File: src/rtl/fifo_frame_packetizer_pkg.sv
// Shared definitions for the FIFO frame packetizer: FSM encoding, default
// start-of-frame marker and the byte-lane layout of an 18-bit sample word.
package fifo_frame_pkg;

    typedef enum logic [3:0] {
        ST_IDLE,
        ST_HDR,
        ST_RD,
        ST_WAIT,
        ST_B0,
        ST_B1,
        ST_B2,
        ST_CNT,
        ST_CSUM
    } state_t;

    localparam int         WORD_W      = 18;
    localparam logic [7:0] SOF_DEFAULT = 8'hA5;

    localparam int LANE_HI_MSB  = 17;
    localparam int LANE_HI_LSB  = 16;
    localparam int LANE_MID_MSB = 15;
    localparam int LANE_MID_LSB = 8;
    localparam int LANE_LO_MSB  = 7;

    // Lane 0 carries the two top bits zero-padded, lanes 1 and 2 the lower bytes.
    function automatic logic [7:0] word_lane(input logic [WORD_W-1:0] w, input logic [1:0] lane);
        case (lane)
            2'd0:    word_lane = {6'b0, w[LANE_HI_MSB:LANE_HI_LSB]};
            2'd1:    word_lane = w[LANE_MID_MSB:LANE_MID_LSB];
            default: word_lane = w[LANE_LO_MSB:0];
        endcase
    endfunction

endpackage

File: src/rtl/fifo_frame_packetizer_if.sv
// Bus bundle between the packetizer, its upstream sample FIFO and the byte link.
interface fifo_frame_packetizer_if;
    logic        fifo_empty;
    logic [17:0] fifo_q;
    logic        fifo_re;
    logic [7:0]  tx_data;
    logic        tx_valid;
    logic        tx_ready;

    modport master (
        input  fifo_empty, fifo_q, tx_ready,
        output fifo_re, tx_data, tx_valid
    );

    modport slave (
        output fifo_empty, fifo_q, tx_ready,
        input  fifo_re, tx_data, tx_valid
    );
endinterface

File: src/rtl/fifo_frame_packetizer_read_port.sv
// FIFO read side: issues the read strobe, tracks the read latency and
// captures the returned word into a holding register.
module fifo_read_port
    import fifo_frame_pkg::*;
#(
    parameter int RD_LAT = 1
) (
    input  logic              clk,
    input  logic              rst_n,
    input  logic              rd_req,
    input  logic              fifo_empty,
    input  logic [WORD_W-1:0] fifo_q,
    output logic              fifo_re,
    output logic              data_ready,
    output logic [WORD_W-1:0] hold_q
);

    logic [RD_LAT-1:0] re_dly;

    assign fifo_re    = rd_req & ~fifo_empty;
    assign data_ready = re_dly[RD_LAT-1];

    // The strobe walks down the delay line; when it reaches the end, Q is valid.
    always_ff @(posedge clk or negedge rst_n) begin
        if (!rst_n) begin
            re_dly <= '0;
            hold_q <= '0;
        end else begin
            re_dly[0] <= fifo_re;
            for (int i = 1; i < RD_LAT; i++) begin
                re_dly[i] <= re_dly[i-1];
            end
            if (data_ready) begin
                hold_q <= fifo_q;
            end
        end
    end

endmodule

File: src/rtl/fifo_frame_packetizer.sv
// Drains 18-bit words from a sample FIFO and serializes them into framed
// byte packets: SOF, three bytes per word, word count, XOR checksum.
module fifo_frame_packetizer
    import fifo_frame_pkg::*;
#(
    parameter int         MAX_BURST = 64,
    parameter int         RD_LAT    = 1,
    parameter logic [7:0] SOF_BYTE  = SOF_DEFAULT
) (
    input  logic                    clk,
    input  logic                    rst_n,
    input  logic                    enable,
    fifo_frame_packetizer_if.master bus,
    output logic                    frame_active,
    output logic [15:0]             frame_cnt
);

    state_t            state;
    state_t            state_nx;
    logic [7:0]        word_cnt;
    logic [7:0]        csum;
    logic              rd_req;
    logic              data_ready;
    logic [WORD_W-1:0] hold_q;
    logic              byte_acc;

    fifo_read_port #(.RD_LAT(RD_LAT)) u_read_port (
        .clk        (clk),
        .rst_n      (rst_n),
        .rd_req     (rd_req),
        .fifo_empty (bus.fifo_empty),
        .fifo_q     (bus.fifo_q),
        .fifo_re    (bus.fifo_re),
        .data_ready (data_ready),
        .hold_q     (hold_q)
    );

    assign byte_acc     = bus.tx_valid & bus.tx_ready;
    assign frame_active = (state != ST_IDLE);

    always_ff @(posedge clk or negedge rst_n) begin
        if (!rst_n) begin
            state <= ST_IDLE;
        end else begin
            state <= state_nx;
        end
    end

    // Byte-presenting states hold tx_data purely from registered state, so
    // the byte cannot change while the link stalls.
    always_comb begin
        state_nx     = state;
        bus.tx_valid = 1'b0;
        bus.tx_data  = 8'h00;
        rd_req       = 1'b0;
        case (state)
            ST_IDLE: begin
                if (enable && !bus.fifo_empty) state_nx = ST_HDR;
            end
            ST_HDR: begin
                bus.tx_valid = 1'b1;
                bus.tx_data  = SOF_BYTE;
                if (bus.tx_ready) state_nx = ST_RD;
            end
            ST_RD: begin
                rd_req   = 1'b1;
                state_nx = ST_WAIT;
            end
            ST_WAIT: begin
                if (data_ready) state_nx = ST_B0;
            end
            ST_B0: begin
                bus.tx_valid = 1'b1;
                bus.tx_data  = word_lane(hold_q, 2'd0);
                if (bus.tx_ready) state_nx = ST_B1;
            end
            ST_B1: begin
                bus.tx_valid = 1'b1;
                bus.tx_data  = word_lane(hold_q, 2'd1);
                if (bus.tx_ready) state_nx = ST_B2;
            end
            ST_B2: begin
                bus.tx_valid = 1'b1;
                bus.tx_data  = word_lane(hold_q, 2'd2);
                if (bus.tx_ready) begin
                    if ((word_cnt == 8'(MAX_BURST - 1)) || bus.fifo_empty) state_nx = ST_CNT;
                    else                                                   state_nx = ST_RD;
                end
            end
            ST_CNT: begin
                bus.tx_valid = 1'b1;
                bus.tx_data  = word_cnt;
                if (bus.tx_ready) state_nx = ST_CSUM;
            end
            ST_CSUM: begin
                bus.tx_valid = 1'b1;
                bus.tx_data  = csum;
                if (bus.tx_ready) state_nx = ST_IDLE;
            end
            default: state_nx = ST_IDLE;
        endcase
    end

    // Frame bookkeeping restarts on header entry; the checksum folds in every
    // accepted byte, so by CSUM it covers SOF through COUNT.
    always_ff @(posedge clk or negedge rst_n) begin
        if (!rst_n) begin
            word_cnt  <= '0;
            csum      <= '0;
            frame_cnt <= '0;
        end else if (state == ST_IDLE && state_nx == ST_HDR) begin
            word_cnt <= '0;
            csum     <= '0;
        end else if (byte_acc) begin
            csum <= csum ^ bus.tx_data;
            if (state == ST_B2)   word_cnt  <= word_cnt + 8'd1;
            if (state == ST_CSUM) frame_cnt <= frame_cnt + 16'd1;
        end
    end

endmodule

File: src/flat_wrapper.sv
// flat-port wrapper written by rule: the top's interface ports become plain ports
module fifo_frame_packetizer_flat import fifo_frame_pkg::*;
#(
    parameter int         MAX_BURST = 64,
    parameter int         RD_LAT    = 1,
    parameter logic [7:0] SOF_BYTE  = SOF_DEFAULT
)
  (clk, rst_n, enable, frame_active, frame_cnt, bus_fifo_empty, bus_fifo_q, bus_tx_ready, bus_fifo_re, bus_tx_data, bus_tx_valid);
  fifo_frame_packetizer_if bus_i ();
  input  logic clk;
  input  logic rst_n;
  input  logic enable;
  output logic frame_active;
  output logic [15:0] frame_cnt;
  input wire logic [$bits(bus_i.fifo_empty)-1:0] bus_fifo_empty;
  input wire logic [$bits(bus_i.fifo_q)-1:0] bus_fifo_q;
  input wire logic [$bits(bus_i.tx_ready)-1:0] bus_tx_ready;
  output wire logic [$bits(bus_i.fifo_re)-1:0] bus_fifo_re;
  output wire logic [$bits(bus_i.tx_data)-1:0] bus_tx_data;
  output wire logic [$bits(bus_i.tx_valid)-1:0] bus_tx_valid;
  assign bus_i.fifo_empty = bus_fifo_empty;
  assign bus_i.fifo_q = bus_fifo_q;
  assign bus_i.tx_ready = bus_tx_ready;
  assign bus_fifo_re = bus_i.fifo_re;
  assign bus_tx_data = bus_i.tx_data;
  assign bus_tx_valid = bus_i.tx_valid;
  fifo_frame_packetizer #(.MAX_BURST(MAX_BURST), .RD_LAT(RD_LAT), .SOF_BYTE(SOF_BYTE)) u_core (.clk(clk), .rst_n(rst_n), .enable(enable), .bus(bus_i), .frame_active(frame_active), .frame_cnt(frame_cnt));
endmodule
File: config.mk
export PLATFORM = sky130hd
export DESIGN_NAME = fifo_frame_packetizer_flat
export DESIGN_NICKNAME = d
export VERILOG_FILES = /design/src/rtl/fifo_frame_packetizer_pkg.sv /design/src/rtl/fifo_frame_packetizer_if.sv /design/src/rtl/fifo_frame_packetizer_read_port.sv /design/src/rtl/fifo_frame_packetizer.sv /design/src/flat_wrapper.sv
export SDC_FILE = /design/constraint.sdc
export NUM_CORES = 1
export LEC_CHECK = 0
export ABC_AREA = 0
export CORE_ASPECT_RATIO = 1.75
export CORE_MARGIN = 1
export CORE_UTILIZATION = 55
export DETAILED_ROUTE_END_ITERATION = 12
export PLACE_DENSITY = 0.9
export SYNTH_ARGS = -nofsm -noshare
export SYNTH_HDL_FRONTEND = slang
export SYNTH_SLANG_ARGS = --single-unit
File: constraint.sdc
create_clock -name clk -period 5.06 [get_ports clk]
set_input_delay 1.012 -clock clk [delete_from_list [all_inputs] [get_ports clk]]
set_output_delay 1.012 -clock clk [all_outputs]
set_load 0.02 [all_outputs]
# Word-level counts from Yosys, hierarchy flattened
# Cells that the tools add are included.
# op_classes
n_addsub,2
eq_ne,10
muxes,18
n_bitwise,5
n_reduce_logical,11
# op_table
operator,n
case mux 8 bit (6 select lines),1
two-way mux 8 bit,5
case mux 4 bit (9 select lines),1
two-way mux 4 bit,8
adder 16 x 1 -> 16 bit (second input constant),1
equality test 4 x 3 -> 1 bit (second input constant),4
adder 8 x 1 -> 8 bit (second input constant),1
equality test 4 x 1 -> 1 bit (second input constant),2
equality test 4 x 2 -> 1 bit (second input constant),2
equality test 8 x 6 -> 1 bit (second input constant),1
bitwise XOR 8 bit,1
OR reduction 6 bit,1
equality test 4 bit (second input constant),1
logical NOT 4 bit,1
nonzero test 2 bit,2
nonzero test 4 bit,1
two-way mux 3 bit,1
AND reduction 3 bit,1
AND 1 bit,2
logical AND 1 bit,2
two-way mux 1 bit,2
inverter 1 bit,2
AND reduction 2 bit,1
logical NOT 1 bit,1
logical OR 1 bit,1
# word_totals
register_bits,55
inputBits,23
output_inout_bits,27
word_cells,52

# Longest topological paths before layout
# Gate-level depths: netlist of run 1.
# depth
word_depth,9
mapped_depth,8
depth_no_buf,5

# Cells and area by module
# A second synthesis of run 1 with hierarchy kept.
# hier_totals
cells_unflattened,261
hier_area_um2,2909.0
# modules_own_cells
mod,area_each_um2,n_inst,cells_each,seq_area_each_um2
fifo_frame_packetizer,2155.8,1,221,900.9
fifo_read_port,753.2,1,40,475.5

# Worst setup path before layout of run 1
# OpenSTA, ideal clock, no wires.
# synth_path
path_kind,input-to-output
from,in bus_fifo_empty
to,out bus_fifo_re
cell_stages,1
n_path_buf,0
arrival_time_ps,1742
required_time_ps,4048
path_slack_ps,2306
path_cell_list,nor4_1
# synth_via
elab_chain_cells,2
# synth_lines
item,line_no,text
from (decl),flat_wrapper.sv:15,input wire logic [$bits(bus_i.fifo_empty)-1:0] bus_fifo_empty;
inverter 1 bit,fifo_frame_packetizer_read_port.sv:20,assign fifo_re = rd_req & ~fifo_empty;
AND 1 bit,fifo_frame_packetizer_read_port.sv:20,
to (decl),flat_wrapper.sv:18,output wire logic [$bits(bus_i.fifo_re)-1:0] bus_fifo_re;
# No other way between the ends.

# Worst setup path in the final report of run 1
# layout_path
from,reg u_core.state[1]
to,out bus_tx_data[4]
# layout_via
elab_chain_cells,2
elab_cells_between_ends,7
classes_between,eq/ne: 6; mux: 1
# layout_lines
item,line_no,text
from (decl),fifo_frame_packetizer.sv:18,state_t state;
from (signal assigned),fifo_frame_packetizer.sv:45,state <= state_nx;
"equality test 4 bit, or another cell as far along",fifo_frame_packetizer.sv:56,case (state)
case mux 8 bit (6 select lines) (*),fifo_frame_packetizer.sv:56,
to (decl),flat_wrapper.sv:19,output wire logic [$bits(bus_i.tx_data)-1:0] bus_tx_data;
# Every way passes the cells marked *; elsewhere a longest branch is shown, timed or not.

==> results of run 1 <==
==> cells by family after synthesis <==
family	synth area share
adders and majority gates	0.00888
and+or+nand+nor	0.202
muxes	0.108
buffers and inverters	0.0422
DFF	0.488
xor gates and xnor gates	0.0715
AOI/OAI and AO/OA	0.0799
==> path summary, 6_finish.rpt <==
check	to	cells past startpoint	from
setup reg to reg	u_core.frame_cnt[15]	5	u_core.state[1]
min in group asynchronous	u_core.u_read_port.hold_q[16]	2	rst_n
setup / recovery	bus_tx_data[4]	4	u_core.state[1]
hold / removal	u_core.frame_cnt[15]	1	u_core.frame_cnt[15]
hold reg to reg	u_core.frame_cnt[15]	1	u_core.frame_cnt[15]
max in group asynchronous	u_core.u_read_port.hold_q[2]	2	rst_n
==> power by group through the flow <==
stage / Clock, mW / Combinational (mW) / Sequential (mW)
floorplan: 0 / 0.409 / 0.632
global placement: 0 / 0.464 / 0.714
detailed placement: 0 / 0.485 / 0.724
CTS: 0.241 / 0.484 / 0.716
global route: 0.261 / 0.526 / 0.739
finish: 0.236 / 0.480 / 0.719
==> synth_stat cells, types with 3 or more instances <==
cell type / count / area, um^2
nand2b_1: 4 / 25.0
dfrtp_1: 55 / 1380
clkbuf_1: 4 / 15.0
o21ai_0: 5 / 25.0
xnor2_1: 13 / 114
and3_1: 7 / 43.8
a221oi_1: 3 / 26.3
buf_2: 5 / 25.0
mux2i_1: 9 / 90.1
nor2_1: 16 / 60.1
buf_4: 4 / 30.0
or3_1: 3 / 18.8
inv_1: 7 / 26.3
nand3_1: 9 / 45.0
nand4_1: 5 / 31.3
a221o_1: 3 / 30.0
xor2_1: 10 / 87.6
mux2_2: 17 / 191
a21oi_1: 7 / 35.0
nor3_2: 3 / 30.0
nand2_1: 31 / 116
nor2b_1: 4 / 25.0
==> flip-flops by register name (all words and copies together) (netlist names) <==
register,count
u_core.csum,8
u_core.word_cnt,8
u_core.u_read_port.hold_q,18
u_core.state,4
u_core.frame_cnt,16
u_core.u_read_port.data_ready,1
==> routing by layer <==
| layer | GRT usage | wire, um | part of all wire |
|---|---|---|---|
| met2 | 0.418 | 3190 | 0.54 |
| met4 | 0.135 | 301 | 0.051 |
| met1 | 0.275 | 2180 | 0.37 |
| met5 | 0 | 0 | 0 |
| met3 | 0.0348 | 214 | 0.036 |
==> metrics by stage <==
| step | instances | util | hold WS (ns) | total power, mW | worst slack, ns |
|---|---|---|---|---|---|
| CTS | 358 | 0.683 | 0.479 | 1.44 | 1.27 |
| global placement | 350 | 0.666 | 0.461 | 1.18 | 1.64 |
| floorplan | 261 | - | 0.445 | 1.04 | 2.31 |
| global route | 358 | 0.683 | 0.506 | 1.53 | 1.08 |
| finish | 358 | 0.683 | 0.474 | 1.44 | 1.25 |
| detailed placement | 350 | 0.666 | 0.462 | 1.21 | 1.59 |
==> layout make-up <==
| class | instances | share of cell area |
|---|---|---|
| Sequential cell | 55 | 0.408 |
| Tap cell | 54 | 0.0200 |
| Multi-Input combinational cell | 184 | 0.393 |
| Timing Repair Buffer | 50 | 0.146 |
| Inverter | 7 | 0.00779 |
| Clock buffer | 6 | 0.0215 |
| Clock inverter | 2 | 0.00371 |
==> worst max-delay path, stage by stage (launching register included) <==
cell	delay, ns
dfrtp_1	0.64
nor4b_4	0.82
a22oi_1	0.21
o21ai_1	0.16
clkdlybuf4s50_1	0.64
==> results.md, run 1 <==
* Core area at 4930 um^2
* Fmax at 263 MHz
* Initial antenna violation count at 0
* CP Capture Type: output port
* RSZ-0062 raised after global routing: false
* Max Buffers Root-to-Sink at 2
* Most frequent cells in the layout: dfrtp_1, clkdlybuf4s50_1, nand2_1
* Initial Util at 0.571
* Sw frac at 0.355
* Die Height at 96.7 um
* Top_reg_cell synth: dfrtp_1
* Routed Antenna Nets at 0
* Crit share post-route at 0.752
* Gates resized, CTS repair at 0
* Hold_buf cts at 0
* Cell variety after synth at 50
* Setup bufs post-CTS at 0
* H-tree lvl count at 2
* Commonest non-fill, non-tap cell in the layout: dfrtp_1
* First-pass GRT wire length at between 10 and 15 mm
* Pint at between 0.9 and 1 mW
* Final setup TNS at 0 ns
* Vias in the first global route at 2158
* DP Area at 3290 um^2
* Largest net degree at the start of global routing at between 50 and 60
* Share of cells above drive strength 1 at 0.132
* Area Growth Syn to Fin at 19.6%
* Clock Latency Late Sink at 0.31 ns
* Crit path required time at 4.05 ns
* P_sw at between 0.5 and 0.6 mW
* Largest fanout on the critical path at 20
* Synth Net Count at 286
* Average size of a mapped cell at 10.8 um^2
* Register area share after synthesis at 0.488
* Crit path DAT at 2.79 ns
* CP startpoint kind: register
* Cells after Synth at 261
* Slew Limit Headroom at 0.433
* Area of the multi-input gates at 1320 um^2
* Rows at 34
* Reg area at 1380 um^2
* VDD IR max at around 350 uV
* GRT overflow at 0
* Final wirelength at 5.88 mm
* EDFF count, synth at 0
* DIE AREA at 5430 um^2
* DR vias/cell at approximately 5.9
* PD cells at 426 nW/um^2
* Crit path kind: register to output port
* Port bufs at 49
* # setup viols final at 0
* Ant. Diodes at 0
* Synth Register Bits at 55
* Total Nets Final at 328
* DRT iter0 DRCs at 95
* Mapped Area at 2820 um^2
* LEAKAGE at 1.49 nW
* Status: finished, final reports clean
* Post-DP HPWL at about 4.4 mm
* Clock group share of total power at 0.165
* Combinational cell fraction of total power at 0.334
* Num ports at 50
* TritonCTS clock tree: yes
* Fillers at 377
* Least-Margin Pin Slew at ~0.85 ns
* Hold Fails Final Rpt at 0
* GR Util All Layers at 0.240
* Sequential cell fraction of total power at 0.501
* WL/cell at 16.4 um
* Sink Count at 55
* DR pass1 iterations at 4
* Synth async-reset ratio at 1.00
* Post-route cell area at 3370 um^2
* Reg-to-reg slack, setup at approximately 2.6 ns
* Root Buffer: clkbuf_8
* Final Wtd Congestion at around 0.85
* Die Wd at 56.1 um
* CTS Buf Count at 5
* Ys Warns at 0
* Max-cap violations at 0
* Max Clock Skew at around 0.0084 ns
* Vias at 2120
* Slew Limit Fails at 0
* Fin crit period at 3.81 ns
* Clock transition at path regs at 0.10 ns
* DRC at 0
* Worst min-delay path class: register to register
Power figures use the tool's default switching activity.
==> inputs of run 2 (changes only) <==
--- a/config.mk
+++ b/config.mk
@@ -8,9 +8,9 @@
 export ABC_AREA = 0
 export CORE_ASPECT_RATIO = 1.75
 export CORE_MARGIN = 1
-export CORE_UTILIZATION = 55
+export CORE_UTILIZATION = 47
 export DETAILED_ROUTE_END_ITERATION = 12
-export PLACE_DENSITY = 0.9
+export PLACE_DENSITY = 0.82
 export SYNTH_ARGS = -nofsm -noshare
 export SYNTH_HDL_FRONTEND = slang
 export SYNTH_SLANG_ARGS = --single-unit
==> constraint.sdc (replaced) <==
create_clock -name clk -period 3.3 [get_ports clk]
set_input_delay 0.66 -clock clk [delete_from_list [all_inputs] [get_ports clk]]
set_output_delay 0.66 -clock clk [all_outputs]
set_load 0.02 [all_outputs]
==> run 2 against run 1 <==
  * Cell count increased by 7.5%
  * Flip-flop and latch count unchanged
  * Combinational power grew 58%
  * Non-clock buffer count is 3 higher
  * First-iteration DRC count shrank 28%
  * Critical path type unchanged
  * Global-route usage shrank 2.1 points
  * Sequential share of layout area down 0.58 points
  * Die area is 17% higher
==> results.md, run 2 (synthesized netlist as in run 1, its figures left out) <==
* Share of cells above drive strength 1 at 0.137 (+0.00523)
* CP startpoint kind: register
* GR Util All Layers at 0.219 (-0.0205)
* Status: finished, final reports clean
* Setup bufs post-CTS at 0 (unchanged)
* Initial antenna violation count at 0 (unchanged)
* Num ports at 50 (unchanged)
* Largest fanout on the critical path at 18 (-10%)
* Vias at 2139 (+0.90%)
* DR pass1 iterations at 4 (unchanged)
* Crit path DAT at 2.47 ns (-0.32 ns)
* Die Wd at 60.5 um (+7.9%)
* Ant. Diodes at 0 (unchanged)
* Area of the multi-input gates at 1320 um^2 (unchanged)
* Sink Count at 55 (unchanged)
* Total Nets Final at 331 (+0.91%)
* Worst slack, placed at 0.511 ns (-1.07 ns)
* DR vias/cell at 5.56 (-6.2%)
* Initial Util at 0.483 (-0.0880)
* GRT overflow at 0 (unchanged)
* Slew Limit Headroom at 0.359 (-0.0742)
* Rows at 37 (+8.8%)
* Final Wtd Congestion at 0.842 (-1.1%)
* Post-DP HPWL at 4.76 mm (+8.0%)
* Final setup TNS at 0 ns (unchanged)
* Area Growth Syn to Fin at 21.3%
* DRT iter0 DRCs at 68 (-28%)
* Biggest regs: u_core.u_read_port.hold_q: 18 flops, u_core.frame_cnt: 16 flops
* TritonCTS clock tree: yes
* WL/cell at 16.1 um (-2.0%)
* Largest net degree at the start of global routing at 34 (-39%)
* Crit path kind: register to output port
* Port bufs at 49 (unchanged)
* Fillers at 522 (+38%)
* Worst min-delay path class: input pin to asynchronous set/reset pin
* Hold_buf cts at 0 (unchanged)
* Die Height at 104 um (+8.0%)
* Max Clock Skew at 0.00536 ns (-0.00309 ns)
* Commonest non-fill, non-tap cell in the layout: dfrtp_1
* Root Buffer: clkbuf_8
* DIE AREA at 6320 um^2 (+17%)
* Crit path required time at 2.64 ns (-1.41 ns)
* Fin crit period at between 3 and 4 ns
* LEAKAGE at 1.51 nW (+1.1%)
* Max-cap violations at 0 (unchanged)
* Final setup margin at 0.166 ns (-1.09 ns)
* PD cells at 643 nW/um^2 (+51%)
* Final wirelength at 6.20 mm (+5.4%)
* Clock Latency Late Sink at 0.30 ns (about the same)
* Reg with most FFs: u_core.u_read_port.hold_q
* Slew Limit Fails at 0 (unchanged)
* Least-Margin Pin Slew at 0.961 ns (+0.111 ns)
* CP Capture Type: output port
* Post-layout total power at 2.20 mW (+53%)
* CTS Buf Count at 5 (unchanged)
* Hold Fails Final Rpt at 0 (unchanged)
* VDD IR max at 347 uV (-0.67%)
* H-tree lvl count at 2 (unchanged)
* Routed Antenna Nets at 0 (unchanged)
* # setup viols final at 0 (unchanged)
* Gates resized, CTS repair at 0 (unchanged)
* Clock transition at path regs at 0.09 ns (about the same)
* Fmax at roughly 320 MHz
* Crit share post-route at 0.950
* Vias in the first global route at 2219 (+2.8%)
* Core area at 5830 um^2 (+18%)
* DRC at 0 (unchanged)
* Most frequent cells in the layout: dfrtp_1, clkdlybuf4s50_1, nand2_1
* Max reg flops at 18 (unchanged)
* Max Buffers Root-to-Sink at 2 (unchanged)
* Reg area at 1380 um^2 (unchanged)
* RSZ-0062 raised after global routing: false
* First-pass GRT wire length at 10.5 mm (+2.7%)
-- run 2: cell type report --
type / instances / share of cell area
Tap cell: 78 / 0.0285
Clock inverter: 1 / 0.00146
Timing Repair Buffer: 53 / 0.151
Multi-Input combinational cell: 184 / 0.387
Clock buffer: 7 / 0.0223
Sequential cell: 55 / 0.402
Inverter: 7 / 0.00768
-- run 2: metrics by stage --
step	utilization	cell area (um^2)	hold slack [ns]	std cells
floorplan	-	2820	0.364	261
global placement	0.573	3340	0.460	377
detailed placement	0.573	3340	0.465	377
CTS	0.586	3420	0.441	385
global route	0.586	3420	0.474	385
finish	0.586	3420	0.417	385
-- run 2: path summary, 6_finish.rpt --
kind	startpoint	slack, ns	endpoint	cells after the start
worst min register to register	u_core.frame_cnt[15]	0.48	u_core.frame_cnt[15]	1
worst max register to register	u_core.state[0]	1.07	u_core.frame_cnt[13]	6
worst max-delay path	u_core.state[0]	0.17	bus_tx_data[6]	5
min in group clk	u_core.frame_cnt[15]	0.48	u_core.frame_cnt[15]	1
max in group asynchronous	rst_n	2.21	u_core.u_read_port.hold_q[12]	2
worst min-delay path	rst_n	0.42	u_core.frame_cnt[4]	1
-- run 2: routing by layer --
| metal | vias to the layer above | GRT usage | share of wire |
|---|---|---|---|
| met5 | - | 0 | 0 |
| met2 | 69 | 0.386 | 0.57 |
| met3 | 16 | 0.0361 | 0.033 |
| li1 | 996 | - | - |
| met4 | 0 | 0.0909 | 0.031 |
| met1 | 1058 | 0.250 | 0.37 |
-- run 2: report_power, final --
part | switching, mW | internal (mW) | total, mW
logic | 0.343 | 0.414 | 0.757
registers | 0.224 | 0.865 | 1.09
clock network | 0.205 | 0.150 | 0.354
total | 0.772 | 1.43 | 2.20
-- run 2: critical path, cell delays in order, from the launching register on --
cell	delay (ns)
dfrtp_1	0.60
nor4b_4	0.54
buf_4	0.26
a22oi_2	0.09
nand2_1	0.08
clkdlybuf4s50_1	0.60
==> inputs of run 3 (changes only) <==
--- a/config.mk
+++ b/config.mk
@@ -10,6 +10,7 @@
 export CORE_MARGIN = 1
 export CORE_UTILIZATION = 47
 export DETAILED_ROUTE_END_ITERATION = 12
+export GPL_ROUTABILITY_DRIVEN = 0
 export PLACE_DENSITY = 0.82
 export SYNTH_ARGS = -nofsm -noshare
 export SYNTH_HDL_FRONTEND = slang
==> results of run 3 <==
The final DEF is identical to that of run 2; final timing and power are the same.
